[config.mk]
export PLATFORM = sky130hd
export DESIGN_NAME = lap_stopwatch
export DESIGN_NICKNAME = d
export VERILOG_FILES = /design/src/rtl/lap_stopwatch.sv
export SDC_FILE = /design/constraint.sdc
export NUM_CORES = 1
export LEC_CHECK = 0
export CORE_MARGIN = 8
export CORE_UTILIZATION = 55
export DETAILED_ROUTE_END_ITERATION = 6
export MAX_ROUTING_LAYER = met4
export PLACE_DENSITY = 0.84
export RECOVER_POWER = 100
export SYNTH_ARGS = -nofsm -noshare
export SYNTH_HDL_FRONTEND = slang
export SYNTH_SLANG_ARGS = --single-unit
[constraint.sdc]
create_clock -name clk_i -period 3.25 [get_ports clk_i]
set_input_delay 0.8125 -clock clk_i [delete_from_list [all_inputs] [get_ports clk_i]]
set_output_delay 0.8125 -clock clk_i [all_outputs]
set_load 0.01 [all_outputs]
[src/rtl/lap_stopwatch.sv]
// Lap stopwatch: prescaled elapsed-time counter with sticky overflow
// and a first-word fall-through FIFO of captured lap times.
module lap_stopwatch #(
    parameter int WIDTH     = 8,
    parameter int PRESCALE  = 1,
    parameter int SATURATE  = 0,
    parameter int LAP_DEPTH = 4
) (
    input  logic             clk_i,
    input  logic             reset_i,
    input  logic             count_i,
    input  logic             clear_i,
    input  logic             lap_i,
    input  logic             lap_rd_i,
    output logic [WIDTH-1:0] time_o,
    output logic             ovf_o,
    output logic [WIDTH-1:0] lap_time_o,
    output logic             lap_valid_o,
    output logic             lap_full_o,
    output logic             lap_drop_o
);

    localparam int PW = (PRESCALE > 1) ? $clog2(PRESCALE) : 1;
    localparam int AW = $clog2(LAP_DEPTH);

    localparam logic [PW-1:0]    PRE_LAST = PW'(PRESCALE - 1);
    localparam logic [PW-1:0]    PRE_ONE  = PW'(1);
    localparam logic [WIDTH-1:0] TIME_MAX = '1;
    localparam logic [WIDTH-1:0] TIME_ONE = WIDTH'(1);
    localparam logic [AW:0]      DEPTH    = (AW + 1)'(LAP_DEPTH);
    localparam logic [AW:0]      CNT_ONE  = (AW + 1)'(1);
    localparam logic [AW-1:0]    PTR_ONE  = AW'(1);

    logic [PW-1:0] pre_q;
    logic          tick;
    logic          at_max;

    assign tick   = count_i & ~clear_i & (pre_q == PRE_LAST);
    assign at_max = (time_o == TIME_MAX);

    always_ff @(posedge clk_i) begin
        if (reset_i) begin
            pre_q  <= '0;
            time_o <= '0;
            ovf_o  <= 1'b0;
        end else if (clear_i) begin
            pre_q  <= '0;
            time_o <= '0;
            ovf_o  <= 1'b0;
        end else if (count_i) begin
            pre_q <= tick ? '0 : pre_q + PRE_ONE;
            if (tick) begin
                if (!at_max) begin
                    time_o <= time_o + TIME_ONE;
                end else begin
                    ovf_o <= 1'b1;
                    if (SATURATE == 0) begin
                        time_o <= '0;
                    end
                end
            end
        end
    end

    logic [WIDTH-1:0] mem [LAP_DEPTH];
    logic [AW-1:0]    wr_ptr;
    logic [AW-1:0]    rd_ptr;
    logic [AW:0]      cnt;
    logic             full;
    logic             empty;
    logic             push;
    logic             pop;

    assign full  = (cnt == DEPTH);
    assign empty = (cnt == '0);
    // A read frees a slot in the same cycle, so a full FIFO still accepts.
    assign push  = lap_i & (~full | lap_rd_i);
    assign pop   = lap_rd_i & ~empty;

    always_ff @(posedge clk_i) begin
        if (push) begin
            mem[wr_ptr] <= time_o;
        end
    end

    always_ff @(posedge clk_i) begin
        if (reset_i) begin
            wr_ptr     <= '0;
            rd_ptr     <= '0;
            cnt        <= '0;
            lap_drop_o <= 1'b0;
        end else begin
            lap_drop_o <= lap_i & full & ~lap_rd_i;
            if (push) begin
                wr_ptr <= wr_ptr + PTR_ONE;
            end
            if (pop) begin
                rd_ptr <= rd_ptr + PTR_ONE;
            end
            if (push && !pop) begin
                cnt <= cnt + CNT_ONE;
            end else if (pop && !push) begin
                cnt <= cnt - CNT_ONE;
            end
        end
    end

    assign lap_time_o  = mem[rd_ptr];
    assign lap_valid_o = ~empty;
    assign lap_full_o  = full;

endmodule

==> metrics.md, run 1 <==
| Metric | Value |
|---|---|
| Clock Skews | `0.007440 ns` |
| Final period utilization | `91.17%` |
| Max Buffers Root-to-Sink | `2` |
| Worst r2r dst | `cnt[2]` |
| Internal power | `1.216 mW` |
| Hold path cells | `1` |
| Die W | `78.92 um` |
| Largest net degree at the start of global routing | `18` |
| Clk_lat worst skew | `0.30 ns` |
| H-Tree Depth | `2` |
| Synth area leader | `edfxtp_1` |
| Final setup viols | `0` |
| Cts hold-fix bufs | `0` |
| Ys Warns | `0` |
| Iter 0 DRT Violations | `121` |
| Core Region | `3914 um^2` |
| Vias per inst | `5.876` |
| Pleak | `0.9213 nW` |
| Commonest non-fill, non-tap cells in the layout | `32 x edfxtp_1, 23 x dlygate4sd3_1, 20 x dfxtp_1` |
| Total Wirelength | `4137 um` |
| Fin nets | `187` |
| Worst Hold Class | `reg2reg` |
| Fin util | `65.38%` |
| Post-synthesis sequential area ratio | `62.53%` |
| Post-route design area | `2559 um^2` |
| Ant diodes | `0` |
| Area Growth Syn to Fin | `17.53%` |
| Clk slew on worst S/H paths | `0.09 ns` |
| Post-route ant nets | `0` |
| Worst Hold Launch | `ovf_o` |
| Post-route insts no fill | `225` |
| Number of flops mapped to enable cells by yosys | `32` |
| CP endpoint kind | `primary output` |
| GP Congestion | `0.8650` |
| Post-CTS Setup Bufs | `0` |
| Via Count | `1,322` |
| Initial Utilization | `55.63%` |
| Die area | `6228 um^2` |
| Dpl cells | `217` |
| DRT Pass-1 Iters | `4` |
| Clock root buffer | `clkbuf_8` |
| CP Data Required Time | `2.44 ns` |
| GRT Residual Overflow | `0` |
| Sw frac | `27.21%` |
| Total CTS buffers | `5` |
| P per Cell Area | `652.7 nW/um^2` |
| Total Power | `1.670 mW` |
| Post-synthesis cell count | `146` |
| Seq pwr share | `50.6%` |
| Syn Nets | `159` |
| Worst Tran Pin Value | `0.6365 ns` |
| DRC viols | `0` |
| Max Cap Violations | `0` |
| Min Tclk post-route | `2.963 ns` |
| Syn_area_per_cell | `14.91 um^2` |
| # IOs | `26` |
| Most common cell after layout, fill and taps aside | `edfxtp_1` |
| F_max | `337.5 MHz` |
| CTS tree | `built` |
| Synthesized area | `2177 um^2` |
| R2R setup slack | `1.08 ns` |
| Peak supply drop | `0.0003044 V` |
| Fin Hold WS | `0.4857 ns` |
| Cell Rows | `23` |
| Area share of the largest cell type after synthesis | `44.14%` |
| Max Fanout on Critical Path | `8` |
| TritonCTS Sinks | `52` |
| Final number of hold-violating endpoints | `0` |
| Crit Path Category | `reg2out` |
| Final worst slack | `0.2870 ns` |
| PortBufs | `25` |
| Critical path arrival | `2.15 ns` |
| Vias in the first global route | `1,417` |
| Worst Hold Endpoint | `ovf_o` |
| Top FF cell, synth | `edfxtp_1` |
| RSZ-0062 raised after global routing | `no` |
| Global-route wire length before repair | `6975 um` |
| Detailed Place HPWL | `2968 um` |
| Total Neg Setup Slack | `0 ns` |
| Initial antenna violation count | `0` |
| Share of cells above drive strength 1 | `10.86%` |
| Filler instances | `306` |
| Status | `finished, final reports clean` |
| Final Slew Violations | `0` |
| Post-Place Cell Area | `2476 um^2` |
| Comb pwr share | `23.1%` |
| Die Y | `78.92 um` |
| Clock share of power | `26.4%` |
| Slew HR | `57.18%` |
| Cts repair resizes | `0` |
| Cell variety after synth | `44` |
| CP Launch Type | `flop` |
| Worst Reg-to-Reg Cells | `7` |
| Start of the worst register-to-register path | `cnt[0]` |
| Ys async rst share | `0%` |
| Post-place setup slack | `0.3132 ns` |
| Psw | `454.4 uW` |
| Total GRT Usage | `14.56%` |
| Wire length per cell | `18.39 um` |
| Synthesis-stage register bit count | `52` |
| Top cells by area, synth | `edfxtp_1 44%, dfxtp_1 18%, mux4_2 8.3%, ha_1 3.4%, nor2_1 1.9%` |
[cell families (layout without fill, tap and decap cells)]
group | Yosys count | count (layout) | share of synthesized area (%)
mux | 12 | 12 | 10.34
buf+inv | 9 | 38 | 1.666
compound gates | 17 | 17 | 5.518
simple gates | 43 | 43 | 13.16
fa+ha+maj | 7 | 7 | 4.368
flops | 52 | 52 | 62.53
xor+xnor | 6 | 6 | 2.414
[Yosys cell counts (all sizes together) (3+ instances only)]
library cell / n
a21oi: 4
or3: 4
ha: 6
buf: 3
nor2: 11
nor3b: 3
inv: 4
dfxtp: 20
mux2i: 3
nand3: 3
edfxtp: 32
nor3: 3
mux4: 8
and2: 5
xor2: 4
[final cells by class]
class | count | area (um^2) | share of cell area (%)
Clock buffer | 5 | 68.82 | 2.689
Clock inverter | 3 | 46.29 | 1.809
Inverter | 4 | 15.01 | 0.5868
Multi-Input combinational cell | 85 | 750.7 | 29.34
Sequential cell | 52 | 1361 | 53.20
Tap cell | 50 | 62.56 | 2.445
Timing Repair Buffer | 26 | 254.0 | 9.927
[flip-flops by register name, summed over array words and instances, names as in the netlist, named ones only]
name        flops
lap_drop_o      1
ovf_o           1
rd_ptr          2
mem            32
cnt             3
pre_q           1
time_o          8
wr_ptr          2
[power groups by stage]
stage,sequential (mW),combinational [mW],clock [mW]
after global placement,0.854,0.398,0
final,0.844,0.386,0.440
after CTS,0.848,0.421,0.448
after detailed placement,0.863,0.419,0
after global routing,0.860,0.418,0.474
after floorplan,0.816,0.284,0
[worst max-delay path: stages, from the launching register on]
cell and delay [ns]:
dfxtp_1 0.66, mux4_2 0.58, dlygate4sd3_1 0.62
[routing by layer]
metal | vias up | track usage, % | wire length, um
li1 | 621 | - | -
met1 | 660 | 17.07 | 1765
met2 | 34 | 24.19 | 2141
met3 | 7 | 2.935 | 167
met4 | 0 | 5.556 | 63
met5 | - | - | 0
[worst max-delay path by stage]
stage          startpoint            end  slack, ns  depth (start not counted)
4_1_cts              flop  lap_time_o[0]       0.36                          2
3_3_place_gp     lap_rd_i         cnt[2]       0.45                          9
6_report             flop  lap_time_o[5]       0.29                          2
3_5_place_dp     lap_rd_i         cnt[2]       0.31                          9
2_1_floorplan    lap_rd_i         cnt[2]       0.92                          9
5_1_grt              flop  lap_time_o[2]       0.16                          2
No activity file was read; power rests on OpenSTA's default activity.
==> inputs of run 2 (changes only) <==
- CTS_BUF_LIST: not set -> sky130_fd_sc_hd__clkbuf_8
- clock period: 3.25 -> 3.65 ns (I/O delays scaled with it)
==> metrics.md, run 2 (synthesized netlist as in run 1, its figures left out) <==
| Metric | Value |
|---|---|
| Vias per inst | `5.827 (-0.83%)` |
| Total Wirelength | `4095 um (-1.0%)` |
| Clk_lat worst skew | `0.30 ns (about the same)` |
| Area Growth Syn to Fin | `17.13%` |
| Commonest non-fill, non-tap cells in the layout | `32 x edfxtp_1, 24 x dlygate4sd3_1, 20 x dfxtp_1` |
| Final setup viols | `0 (unchanged)` |
| DRT Pass-1 Iters | `4 (unchanged)` |
| Post-place setup slack | `0.4485 ns (+0.1353 ns)` |
| CP Data Required Time | `3.88 ns (+1.44 ns)` |
| Min Tclk post-route | `3.140 ns` |
| Fin nets | `187 (unchanged)` |
| Cts repair resizes | `0 (unchanged)` |
| End of the critical path | `cnt[2]` |
| Share of cells above drive strength 1 | `9.714% (-1.1 points)` |
| Ant diodes | `0 (unchanged)` |
| H-Tree Depth | `2 (unchanged)` |
| F_max | `318.5 MHz` |
| Slew HR | `59.21% (+2.0 points)` |
| Global-route wire length before repair | `6755 um (-3.2%)` |
| Final worst slack | `0.5098 ns (+0.2228 ns)` |
| Peak supply drop | `0.0003515 V (+15%)` |
| Fin Hold WS | `0.4773 ns (-0.008491 ns)` |
| Max Cap Violations | `0 (unchanged)` |
| Max Fanout on Critical Path | `7 (-1)` |
| Status | `finished, final reports clean` |
| DRC viols | `0 (unchanged)` |
| Largest register FFs | `32 (unchanged)` |
| GR Util met2 | `25.85% (+1.7 points)` |
| Max Buffers Root-to-Sink | `2 (unchanged)` |
| Post-CTS Setup Bufs | `0 (unchanged)` |
| CP Launch Type | `primary input` |
| Via Count | `1,311 (-0.83%)` |
| GRT Residual Overflow | `0 (unchanged)` |
| Internal power | `1.082 mW (-11%)` |
| Largest regs | `mem x32, time_o x8, cnt x3` |
| Total Power | `1.485 mW (-11%)` |
| CP endpoint kind | `flop` |
| Post-route insts no fill | `225 (unchanged)` |
| Die Y | `78.92 um (unchanged)` |
| Grt peak-use layer | `met2` |
| Met3 GRT Util | `3.725% (+0.79 points)` |
| Die area | `6228 um^2 (unchanged)` |
| Initial Utilization | `55.63% (unchanged)` |
| Pleak | `0.9200 nW (-0.14%)` |
| Die W | `78.92 um (unchanged)` |
| Worst setup startpoint | `lap_rd_i` |
| Largest net degree at the start of global routing | `17 (-1)` |
| P per Cell Area | `582.2 nW/um^2 (-11%)` |
| Final period utilization | `86.03%` |
| Psw | `402.4 uW (-11%)` |
| Core Region | `3914 um^2 (unchanged)` |
| Wire length per cell | `18.20 um (-1.0%)` |
| Clk slew on worst S/H paths | `0.09 ns (about the same)` |
| PortBufs | `25 (unchanged)` |
| Crit Path Category | `in2reg` |
| Filler instances | `310 (+1.3%)` |
| Total GRT Usage | `14.37% (-0.18 points)` |
| Final Slew Violations | `0 (unchanged)` |
| Start of the worst register-to-register path | `cnt[0]` |
| RSZ-0062 raised after global routing | `no` |
| Post-route ant nets | `0 (unchanged)` |
| TritonCTS Sinks | `52 (unchanged)` |
| Final number of hold-violating endpoints | `0 (unchanged)` |
| Iter 0 DRT Violations | `68 (-44%)` |
| Clock share of power | `25.7% (-0.7 points)` |
| # IOs | `26 (unchanged)` |
| Detailed Place HPWL | `3027 um (+2.0%)` |
| GP Congestion | `0.9016 (+4.2%)` |
| Comb pwr share | `23.8% (+0.7 points)` |
| Worst Reg-to-Reg Cells | `9 (+2)` |
| Total CTS buffers | `5 (unchanged)` |
| Sw frac | `27.10% (-0.11 points)` |
| Met1 GRT Util | `15.26% (-1.8 points)` |
| Worst r2r dst | `cnt[2]` |
| Worst Hold Class | `reg2reg` |
| Critical path arrival | `3.37 ns (+1.22 ns)` |
| Cts hold-fix bufs | `0 (unchanged)` |
| Cell Rows | `23 (unchanged)` |
| Clock Skews | `0.005024 ns (-0.002417 ns)` |
| Vias in the first global route | `1,359 (-4.1%)` |
| Worst Tran Pin Value | `0.6116 ns (-0.02488 ns)` |
| Seq pwr share | `50.5% (about the same)` |
| Top reg by flops | `mem` |
| Most common cell after layout, fill and taps aside | `edfxtp_1` |
| Clock root buffer | `clkbuf_8` |
| Total Neg Setup Slack | `0 ns (unchanged)` |
| Dpl cells | `217 (unchanged)` |
| Initial antenna violation count | `0 (unchanged)` |
| CTS tree | `built` |
| R2R setup slack | `1.19 ns (+0.11 ns)` |
-- run 2: changes by cell type in the layout (fill, tap and decap cells not counted), sizes merged --
| cell | previous run | this run |
|---|---|---|
| clkinvlp | 1 | 0 |
| clkdlybuf4s50 | 2 | 1 |
| dlygate4sd3 | 23 | 24 |
| clkinv | 0 | 2 |
| inv | 5 | 4 |
-- run 2: power groups by stage --
stage	sequential, mW	clock [mW]	combinational [mW]
global route	0.764	0.408	0.382
floorplan	0.727	0	0.253
finish	0.750	0.382	0.353
CTS	0.754	0.388	0.384
global placement	0.760	0	0.354
detailed placement	0.768	0	0.382
-- run 2: critical path, stage by stage --
cell	delay, ns
dlygate4sd3_1	0.58
nor4b_1	0.08
nor2b_1	0.14
clkbuf_1	0.29
ha_1	0.26
inv_1	0.07
fa_1	0.39
xor2_1	0.17
or3_1	0.32
a21oi_1	0.15
-- run 2: worst min path at each step --
stage / slack [ns] / from / endpoint / cells after the start
after floorplan: 0.48 / wr_ptr[1] / wr_ptr[1] / 2
after global placement: 0.45 / ovf_o / ovf_o / 1
after detailed placement: 0.46 / ovf_o / ovf_o / 1
after CTS: 0.49 / ovf_o / ovf_o / 1
after global routing: 0.50 / ovf_o / ovf_o / 1
final: 0.48 / ovf_o / ovf_o / 1
-- run 2: cell type report --
class,instances,area (um^2),area share (%)
Clock inverter,3,42.54,1.668
Clock buffer,5,68.82,2.699
Tap cell,50,62.56,2.453
Inverter,4,15.01,0.5888
Timing Repair Buffer,26,254.0,9.961
Sequential cell,52,1361,53.39
Multi-Input combinational cell,85,745.7,29.24
-- run 2: routing by layer --
| metal | part of all wire (%) | vias up | wire [um] |
|---|---|---|---|
| met3 | 5.0 | 4 | 205 |
| met2 | 54 | 34 | 2215 |
| met1 | 40 | 657 | 1641 |
| met4 | 0.78 | 0 | 32 |
| met5 | 0 | - | 0 |
| li1 | - | 616 | - |
-- run 2: stage by stage --
step                      utilization, %  instance area, um^2
after floorplan                        -                 2177
after global placement             63.27                 2476
after detailed placement           63.27                 2476
after CTS                          66.11                 2587
after global routing               65.15                 2550
final                              65.15                 2550
==> inputs of run 3 (changes only) <==
- GPL_TIMING_DRIVEN: not set -> 0
==> metrics.md, run 3 (synthesized netlist as in run 1, its figures left out) <==
| Metric | Value |
|---|---|
| Filler instances | `310 (unchanged)` |
| Top reg by flops | `mem` |
| Worst Hold Class | `reg2reg` |
| F_max | `328.9 MHz (+3.3%)` |
| Clk_lat worst skew | `0.30 ns (about the same)` |
| Largest net degree at the start of global routing | `17 (unchanged)` |
| Crit-path cells | `dlygate4sd3_1 > nor4b_1 > nor2b_1 > clkbuf_1 > ha_1 > inv_1 > fa_1 > xor2_1 > or3_1 > a21oi_1` |
| Global-route wire length before repair | `6465 um (-4.3%)` |
| Critical path arrival | `3.27 ns (-0.10 ns)` |
| Ant diodes | `0 (unchanged)` |
| Fin nets | `191 (+2.1%)` |
| Total GRT Usage | `13.79% (-0.59 points)` |
| Max Cap Violations | `0 (unchanged)` |
| Fin Hold WS | `0.4800 ns (+0.002781 ns)` |
| Clock Skews | `0.003246 ns (-0.001778 ns)` |
| Crit Path Category | `in2reg` |
| Post-route design area | `2546 um^2 (-0.15%)` |
| CP Launch Type | `primary input` |
| Initial Utilization | `55.63% (unchanged)` |
| Critical Path Max Stage Delay | `0.57 ns (about the same)` |
| Most common cell after layout, fill and taps aside | `edfxtp_1` |
| Share of cells above drive strength 1 | `11.17% (+1.5 points)` |
| Max Fanout on Critical Path | `7 (unchanged)` |
| Clock root buffer | `clkbuf_8` |
| Post-CTS Setup Bufs | `0 (unchanged)` |
| Total Power | `1.421 mW (-4.3%)` |
| Final number of hold-violating endpoints | `0 (unchanged)` |
| Largest register FFs | `32 (unchanged)` |
| CP endpoint kind | `flop` |
| Min Tclk post-route | `3.041 ns (-0.09939 ns)` |
| Total Neg Setup Slack | `0 ns (unchanged)` |
| Post-route insts no fill | `229 (+1.8%)` |
| Detailed Place HPWL | `2901 um (-4.2%)` |
| Dpl cells | `221 (+1.8%)` |
| Final setup viols | `0 (unchanged)` |
| Vias per inst | `5.786 (-0.70%)` |
| Wire length per cell | `17.72 um (-2.6%)` |
| Die W | `78.92 um (unchanged)` |
| Die Y | `78.92 um (unchanged)` |
| Status | `finished, final reports clean` |
| Cts hold-fix bufs | `0 (unchanged)` |
| DRC viols | `0 (unchanged)` |
| Slew HR | `59.61% (+0.41 points)` |
| Core Region | `3914 um^2 (unchanged)` |
| Peak supply drop | `0.0002891 V (-18%)` |
| Total CTS buffers | `5 (unchanged)` |
| Commonest non-fill, non-tap cells in the layout | `32 x edfxtp_1, 22 x dlygate4sd3_1, 20 x dfxtp_1` |
| DRT Pass-1 Iters | `4 (unchanged)` |
| Post-Place Cell Area | `2490 um^2 (+0.56%)` |
| Final period utilization | `83.31% (-2.7 points)` |
| H-Tree Depth | `2 (unchanged)` |
| Area Growth Syn to Fin | `16.95%` |
| CP Data Required Time | `3.88 ns (about the same)` |
| Vias in the first global route | `1,348 (-0.81%)` |
| Die area | `6228 um^2 (unchanged)` |
| Max Buffers Root-to-Sink | `2 (unchanged)` |
| Post-route ant nets | `0 (unchanged)` |
| Cts repair resizes | `0 (unchanged)` |
| Final Slew Violations | `0 (unchanged)` |
| TritonCTS Sinks | `52 (unchanged)` |
| Cell Rows | `23 (unchanged)` |
| Pleak | `0.9214 nW (+0.15%)` |
| # IOs | `26 (unchanged)` |
| Iter 0 DRT Violations | `49 (-28%)` |
| CTS tree | `built` |
| Final worst slack | `0.6092 ns (+0.09939 ns)` |
| WP buf/inv | `3 (unchanged)` |
| Total Wirelength | `4059 um (-0.88%)` |
| PortBufs | `25 (unchanged)` |
| Post-place setup slack | `0.5238 ns (+0.07534 ns)` |
| Via Count | `1,325 (+1.1%)` |
| Worst Tran Pin Value | `0.6055 ns (-0.006087 ns)` |
| Worst path top cell family by delay | `buffers and inverters` |
| P per Cell Area | `558.0 nW/um^2 (-4.2%)` |
| GP Congestion | `0.9455 (+4.9%)` |
| GRT Residual Overflow | `0 (unchanged)` |
| Fin util | `65.06% (-0.096 points)` |
| CP max-delay cell | `dlygate4sd3_1` |
| Largest regs | `mem x32, time_o x8, cnt x3` |
| RSZ-0062 raised after global routing | `no` |
| Clk slew on worst S/H paths | `0.09 ns (about the same)` |
| Initial antenna violation count | `0 (unchanged)` |
==> run 3: where the power goes <==
| group | leakage, nW | switching, mW | total [mW] | internal [mW] |
|---|---|---|---|---|
| Sequential | 0.483 | 0.0428 | 0.723 | 0.680 |
| Combinational | 0.393 | 0.179 | 0.383 | 0.205 |
| Clock | 0.0460 | 0.180 | 0.314 | 0.134 |
| Total | 0.921 | 0.402 | 1.42 | 1.02 |
==> run 3: cell type report <==
| class | instances | area, um^2 | area share (%) |
|---|---|---|---|
| Multi-Input combinational cell | 85 | 750.7 | 29.48 |
| Sequential cell | 52 | 1361 | 53.46 |
| Inverter | 4 | 15.01 | 0.5897 |
| Buffer | 5 | 20.02 | 0.7862 |
| Clock buffer | 5 | 68.82 | 2.703 |
| Timing Repair Buffer | 25 | 250.2 | 9.828 |
| Tap cell | 50 | 62.56 | 2.457 |
| Clock inverter | 3 | 17.52 | 0.6880 |
==> run 3: worst paths after layout <==
path / from / endpoint / slack, ns / depth (start not counted)
max: lap_rd_i / cnt[2] / 0.61 / 10
min: ovf_o / ovf_o / 0.48 / 1
max reg2reg: cnt[0] / cnt[2] / 1.27 / 9
min reg2reg: ovf_o / ovf_o / 0.48 / 1
==> run 3: metal layers <==
metal  wire (um)  share of wire (%)  global-route usage [%]  up-vias
li1            -                  -                       -      624
met5           0                  0                       -        -
met2        2175                 54                   23.94       32
met3         169                4.2                   3.837        6
met4          33               0.81                   4.815        0
met1        1681                 41                   14.79      663
